[config.mk]
export PLATFORM = sky130hd
export DESIGN_NAME = present_key_sched_flat
export DESIGN_NICKNAME = d
export VERILOG_FILES = /design/src/rtl/present_key_sched_if.sv /design/src/rtl/present_key_sched.sv /design/src/flat_wrapper.sv
export SDC_FILE = /design/constraint.sdc
export NUM_CORES = 1
export LEC_CHECK = 0
export CAP_MARGIN = 20
export CORE_MARGIN = 2
export CORE_UTILIZATION = 43
export DETAILED_ROUTE_END_ITERATION = 8
export GPL_ROUTABILITY_DRIVEN = 1
export PLACE_DENSITY = 0.84
export SLEW_MARGIN = 5
export SYNTH_ARGS = -nofsm -noshare
export SYNTH_HDL_FRONTEND = slang
export SYNTH_SLANG_ARGS = --single-unit
[constraint.sdc]
create_clock -name clk -period 2.7 [get_ports clk]
set_clock_uncertainty 0.2 [all_clocks]
set_input_delay 0.405 -clock clk [delete_from_list [all_inputs] [get_ports clk]]
set_output_delay 0.405 -clock clk [all_outputs]
set_load 0.005 [all_outputs]
[src/rtl/present_key_sched_if.sv]
// Key-load / round-key stream bundle for the PRESENT-80 key schedule.
// The master is the consumer/loader side and the slave is the key-schedule engine.
interface present_key_sched_if;
  logic        key_load;
  logic [79:0] key_in;
  logic        rk_ready;
  logic        rk_valid;
  logic [63:0] rk_out;
  logic [4:0]  rk_round;
  logic        rk_last;
  logic        busy;

  modport master (
    output key_load, key_in, rk_ready,
    input  rk_valid, rk_out, rk_round, rk_last, busy
  );

  modport slave (
    input  key_load, key_in, rk_ready,
    output rk_valid, rk_out, rk_round, rk_last, busy
  );
endinterface

[src/rtl/present_key_sched.sv]
// PRESENT-80 key schedule: loads an 80-bit key and streams round keys K1..K32
// over valid/ready. All outputs come straight from state registers.

module mini_sub (
  input  logic [3:0] i_x,
  output logic [3:0] o_y
);
  always_comb begin
    case (i_x)
      4'h0: o_y = 4'hC;  4'h1: o_y = 4'h5;  4'h2: o_y = 4'h6;  4'h3: o_y = 4'hB;
      4'h4: o_y = 4'h9;  4'h5: o_y = 4'h0;  4'h6: o_y = 4'hA;  4'h7: o_y = 4'hD;
      4'h8: o_y = 4'h3;  4'h9: o_y = 4'hE;  4'hA: o_y = 4'hF;  4'hB: o_y = 4'h8;
      4'hC: o_y = 4'h4;  4'hD: o_y = 4'h7;  4'hE: o_y = 4'h1;  default: o_y = 4'h2;
    endcase
  end
endmodule

module present_key_sched #(
  parameter int KEY_W = 80,
  parameter int RK_W  = 64,
  parameter int N_RK  = 32
) (
  input  logic clk,
  input  logic rst_n,
  present_key_sched_if.slave bus
);
  localparam logic [0:0] S_IDLE = 1'b0;
  localparam logic [0:0] S_EMIT = 1'b1;
  localparam logic [5:0] LAST   = 6'(N_RK);

  logic [0:0]       r_state;
  logic [KEY_W-1:0] r_key;
  logic [5:0]       r_cnt;
  logic [4:0]       r_round;
  logic             r_last;

  logic [79:0]      w_rot;
  logic [79:0]      w_next;
  logic [3:0]       w_sb;

  // rotate left by 61, substitute top nibble, fold the emitted index into bits 19:15
  assign w_rot  = {r_key[18:0], r_key[79:19]};
  mini_sub u_sbox (.i_x(w_rot[79:76]), .o_y(w_sb));
  assign w_next = {w_sb, w_rot[75:20], w_rot[19:15] ^ r_cnt[4:0], w_rot[14:0]};

  always_ff @(posedge clk or negedge rst_n) begin
    if (!rst_n) begin
      r_state <= S_IDLE;
      r_key   <= '0;
      r_cnt   <= 6'd1;
      r_round <= 5'd0;
      r_last  <= 1'b0;
    end else begin
      case (r_state)
        S_IDLE: begin
          if (bus.key_load) begin
            r_key   <= bus.key_in;
            r_cnt   <= 6'd1;
            r_round <= 5'd0;
            r_last  <= 1'b0;
            r_state <= S_EMIT;
          end
        end
        S_EMIT: begin
          if (bus.rk_ready) begin
            if (r_cnt == LAST) begin
              r_state <= S_IDLE;
              r_last  <= 1'b0;
            end else begin
              r_key   <= w_next;
              r_cnt   <= r_cnt + 6'd1;
              // rk_round tracks cnt-1 so the 32nd key fits in 5 bits
              r_round <= r_cnt[4:0];
              r_last  <= (r_cnt == LAST - 6'd1);
            end
          end
        end
        default: r_state <= S_IDLE;
      endcase
    end
  end

  assign bus.rk_valid = (r_state == S_EMIT);
  assign bus.busy     = (r_state == S_EMIT);
  assign bus.rk_out   = r_key[KEY_W-1 -: RK_W];
  assign bus.rk_round = r_round;
  assign bus.rk_last  = r_last;
endmodule

[src/flat_wrapper.sv]
// flat-port wrapper written by rule: the top's interface ports become plain ports
module present_key_sched_flat 
#(
  parameter int KEY_W = 80,
  parameter int RK_W  = 64,
  parameter int N_RK  = 32
)
  (clk, rst_n, bus_key_load, bus_key_in, bus_rk_ready, bus_rk_valid, bus_rk_out, bus_rk_round, bus_rk_last, bus_busy);
  present_key_sched_if bus_i ();
  input  logic clk;
  input  logic rst_n;
  input wire logic [$bits(bus_i.key_load)-1:0] bus_key_load;
  input wire logic [$bits(bus_i.key_in)-1:0] bus_key_in;
  input wire logic [$bits(bus_i.rk_ready)-1:0] bus_rk_ready;
  output wire logic [$bits(bus_i.rk_valid)-1:0] bus_rk_valid;
  output wire logic [$bits(bus_i.rk_out)-1:0] bus_rk_out;
  output wire logic [$bits(bus_i.rk_round)-1:0] bus_rk_round;
  output wire logic [$bits(bus_i.rk_last)-1:0] bus_rk_last;
  output wire logic [$bits(bus_i.busy)-1:0] bus_busy;
  assign bus_i.key_load = bus_key_load;
  assign bus_i.key_in = bus_key_in;
  assign bus_i.rk_ready = bus_rk_ready;
  assign bus_rk_valid = bus_i.rk_valid;
  assign bus_rk_out = bus_i.rk_out;
  assign bus_rk_round = bus_i.rk_round;
  assign bus_rk_last = bus_i.rk_last;
  assign bus_busy = bus_i.busy;
  present_key_sched #(.KEY_W(KEY_W), .RK_W(RK_W), .N_RK(N_RK)) u_core (.clk(clk), .rst_n(rst_n), .bus(bus_i));
endmodule
==> summary.txt, run 1 <==
CTS resizes - 0
WP buf/inv - 2
clock network power share - 0.214
cell depth of the worst setup path - 2
Diodes inserted - 0
post-route insts no fill - 675
first-pass GRT wire length - 20300 um
Flop pwr share - 0.427
TritonCTS Sinks - 93
final worst-path setup slack - 0.307 ns
Initial Util - 0.440
met3 WL post-DR - 957 um
FP Rows - 39
clock slew at reported path FFs - 0.06 ns
Worst Setup SP - u_core.bus.busy
largest net degree at the start of global routing - 58
Worst Setup EP - bus_busy
crit-path cells - buf_4 -> clkdlybuf4s50_1
synth-to-layout area growth - 29.6%
r2r setup slk - 0.53 ns
Placed Instances - 658
Post-synth top flop - dfrtp_1
metal2 WL - 6050 um
number of DRC violations after detailed-routing iteration 0 - 275
Worst Hold Class - reg -> reg
highest-count cells in the layout ignoring fill and taps - clkdlybuf4s50_1 (154), dfrtp_1 (92), a22o_1 (72)
antenna violations before repair - 0
crit start category - register
Max Cap Violations - 0
highest metal used - met4
drt via density - 5.63
vias in the first global route - 3870
Fin Setup TNS - 0 ns
fillcell total - 975
Worst path max stage delay - 0.69 ns
Setup violations, final - 0
die area - 12500 um^2
via count - 3800
post-CTS setup buffer count - 0
Yosys reg bits - 93
DR WL/cell - 18.5 um
DP Wirelength - 8700 um
cts hold-fix bufs - 1
ys async rst share - 1.00
share of layout cells above drive strength 1 - 0.0695
total gr overflow - 0
Nets - 618
VDD IR max - 498 uV
Final Hold Slack - 0.277 ns
critical path class - reg -> out
Core Region - 11400 um^2
combinational power share - 0.359
root buf cell - clkbuf_16
RSZ-0062 raised after global routing - false
Sw Share - 0.307
drt drc - 0
Synthesis Warnings - 0
reg2reg end - u_core.r_key[3]
Final ANT Viol Nets - 0
status - complete, no violations
met1 wire length - 5330 um
H-tree Lvls - 3
Routed Wire Length - 12500 um
LEAKAGE - 3.25 nW
num ports - 156
Worst R2R Path Depth - 5
Inserted Clock Buffers - 9
fmax - 418 MHz
All-Layer GR Usage - 0.201
CTS max path bufs - 2
P_int - 4.04 mW
crit path DAT - 1.79 ns
CTS tree - built
drt pass-1 iters - 5
Psw - 1.79 mW
Fin. Hold Viols - 0
die height - 112 um
IO buf count - 155
mapped cell area - 5000 um^2
Avg Inst Size Synth - 11.2 um^2
reg2reg start - u_core.bus.busy
most common cell after layout, fill and taps aside - clkdlybuf4s50_1
Worst-Skew Late Latency - 0.33 ns
Period minus WS final - 2.39 ns
fin. max-slew vios - 0
Seq/Total Area, Yosys - 0.466
critical path data required time - 2.10 ns
number of flops mapped to enable cells by yosys - 0
Worst path slowest cell - dfrtp_1
Least-Margin Pin Slew - 0.557 ns
Die Width - 112 um
Setup WS pre-CTS - 0.459 ns
CP Capture Type - primary output
Cell variety after synth - 49
Syn Inst Count - 447
Power Density - 901 nW/um^2
Crit Path Max Fanout - 14
syn nets - 538
CP top delay family - buffers and inverters
Slew HR - 0.629
GPL Wtd Cong - 0.890
Tcrit/Tclk final - 0.886
## how the worst min path moves through the flow
| stage | startpoint | endpoint | slack, ns | depth (start not counted) |
|---|---|---|---|---|
| floorplan | rst_n | u_core.bus.busy | -0.09 | 0 |
| global placement | rst_n | u_core.r_key[59] | 0.20 | 1 |
| detailed placement | rst_n | u_core.r_key[78] | 0.20 | 1 |
| CTS | u_core.r_key[13] | u_core.r_key[13] | 0.28 | 1 |
| global route | u_core.r_key[14] | u_core.r_key[14] | 0.29 | 1 |
| finish | u_core.r_key[13] | u_core.r_key[13] | 0.28 | 1 |
## registers in the layout, summed over array words and instances, names as in the netlist
signal,flops
u_core.r_cnt,6
u_core.bus.rk_round,5
u_core.bus.rk_last,1
u_core.bus.busy,1
u_core.r_key,80
## Yosys cell counts, types with 2 or more instances
master,instances,area (um^2)
clkbuf_1,21,78.8
buf_8,7,105
a211oi_1,5,37.5
xnor2_1,7,61.3
o21ai_0,13,65.1
a32oi_1,2,17.5
nand3_1,4,20.0
a22oi_1,3,22.5
a21oi_1,2,10.0
dfrtp_1,92,2300
a21o_1,70,526
o21bai_1,2,15.0
a221oi_1,3,26.3
nand2_1,14,52.6
nor2_1,12,45.0
mux2i_1,8,80.1
a22o_1,72,631
buf_4,66,495
buf_1,2,7.51
ha_1,7,87.6
inv_1,7,26.3
## power by group through the flow
stage / Combinational, mW / Sequential [mW] / Clock [mW]
after detailed placement: 2.10 / 2.50 / 0
final: 2.09 / 2.49 / 1.25
after global placement: 2.04 / 2.48 / 0
after global routing: 2.27 / 2.57 / 1.34
after floorplan: 1.59 / 2.25 / 0
after CTS: 2.12 / 2.48 / 1.27
## metal layers
| layer | global-route usage | vias to the layer above |
|---|---|---|
| li1 | - | 1735 |
| met1 | 0.270 | 1897 |
| met2 | 0.328 | 152 |
| met3 | 0.0533 | 16 |
| met4 | 0.0469 | 0 |
| met5 | 0 | - |
## kinds of logic (layout without fill, tap and decap cells)
logic type / Yosys count / after routing / synth area share
buf+inv: 105 / 190 / 0.146
fa+ha+maj: 7 / 7 / 0.0175
mux: 10 / 10 / 0.0228
compound gates: 188 / 188 / 0.302
xor+xnor: 7 / 7 / 0.0123
flops: 93 / 93 / 0.466
simple gates: 37 / 37 / 0.0336
## layout make-up
type | instances | area [um^2] | area share
Clock buffer | 12 | 246 | 0.0381
Multi-Input combinational cell | 249 | 1960 | 0.302
Timing Repair Buffer | 167 | 1690 | 0.261
Inverter | 7 | 26.3 | 0.00406
Tap cell | 143 | 179 | 0.0276
Sequential cell | 93 | 2330 | 0.360
Clock inverter | 4 | 47.5 | 0.00734
## worst reg2reg max path, stage by stage (launching register included)
cell and delay (ns):
dfrtp_1 0.69, nand2_1 0.27, a31oi_4 0.26, buf_4 0.39, a22o_1 0.20, a21o_1 0.09
## per-stage QoR
| step | instance area [um^2] | utilization | total power, mW |
|---|---|---|---|
| finish | 6470 | 0.569 | 5.83 |
| global route | 6470 | 0.569 | 6.18 |
| global placement | 6170 | 0.543 | 4.52 |
| CTS | 6470 | 0.569 | 5.87 |
| detailed placement | 6170 | 0.543 | 4.60 |
| floorplan | 5000 | - | 3.84 |
Power figures use the tool's default switching activity.
==> run 2, diff against run 1 <==
- CTS_CLUSTER_SIZE: not set -> 24
- SKIP_LAST_GASP: not set -> 1
==> results of run 2 <==
Same layout as run 1: the final DEF is identical, and so are final timing and power.
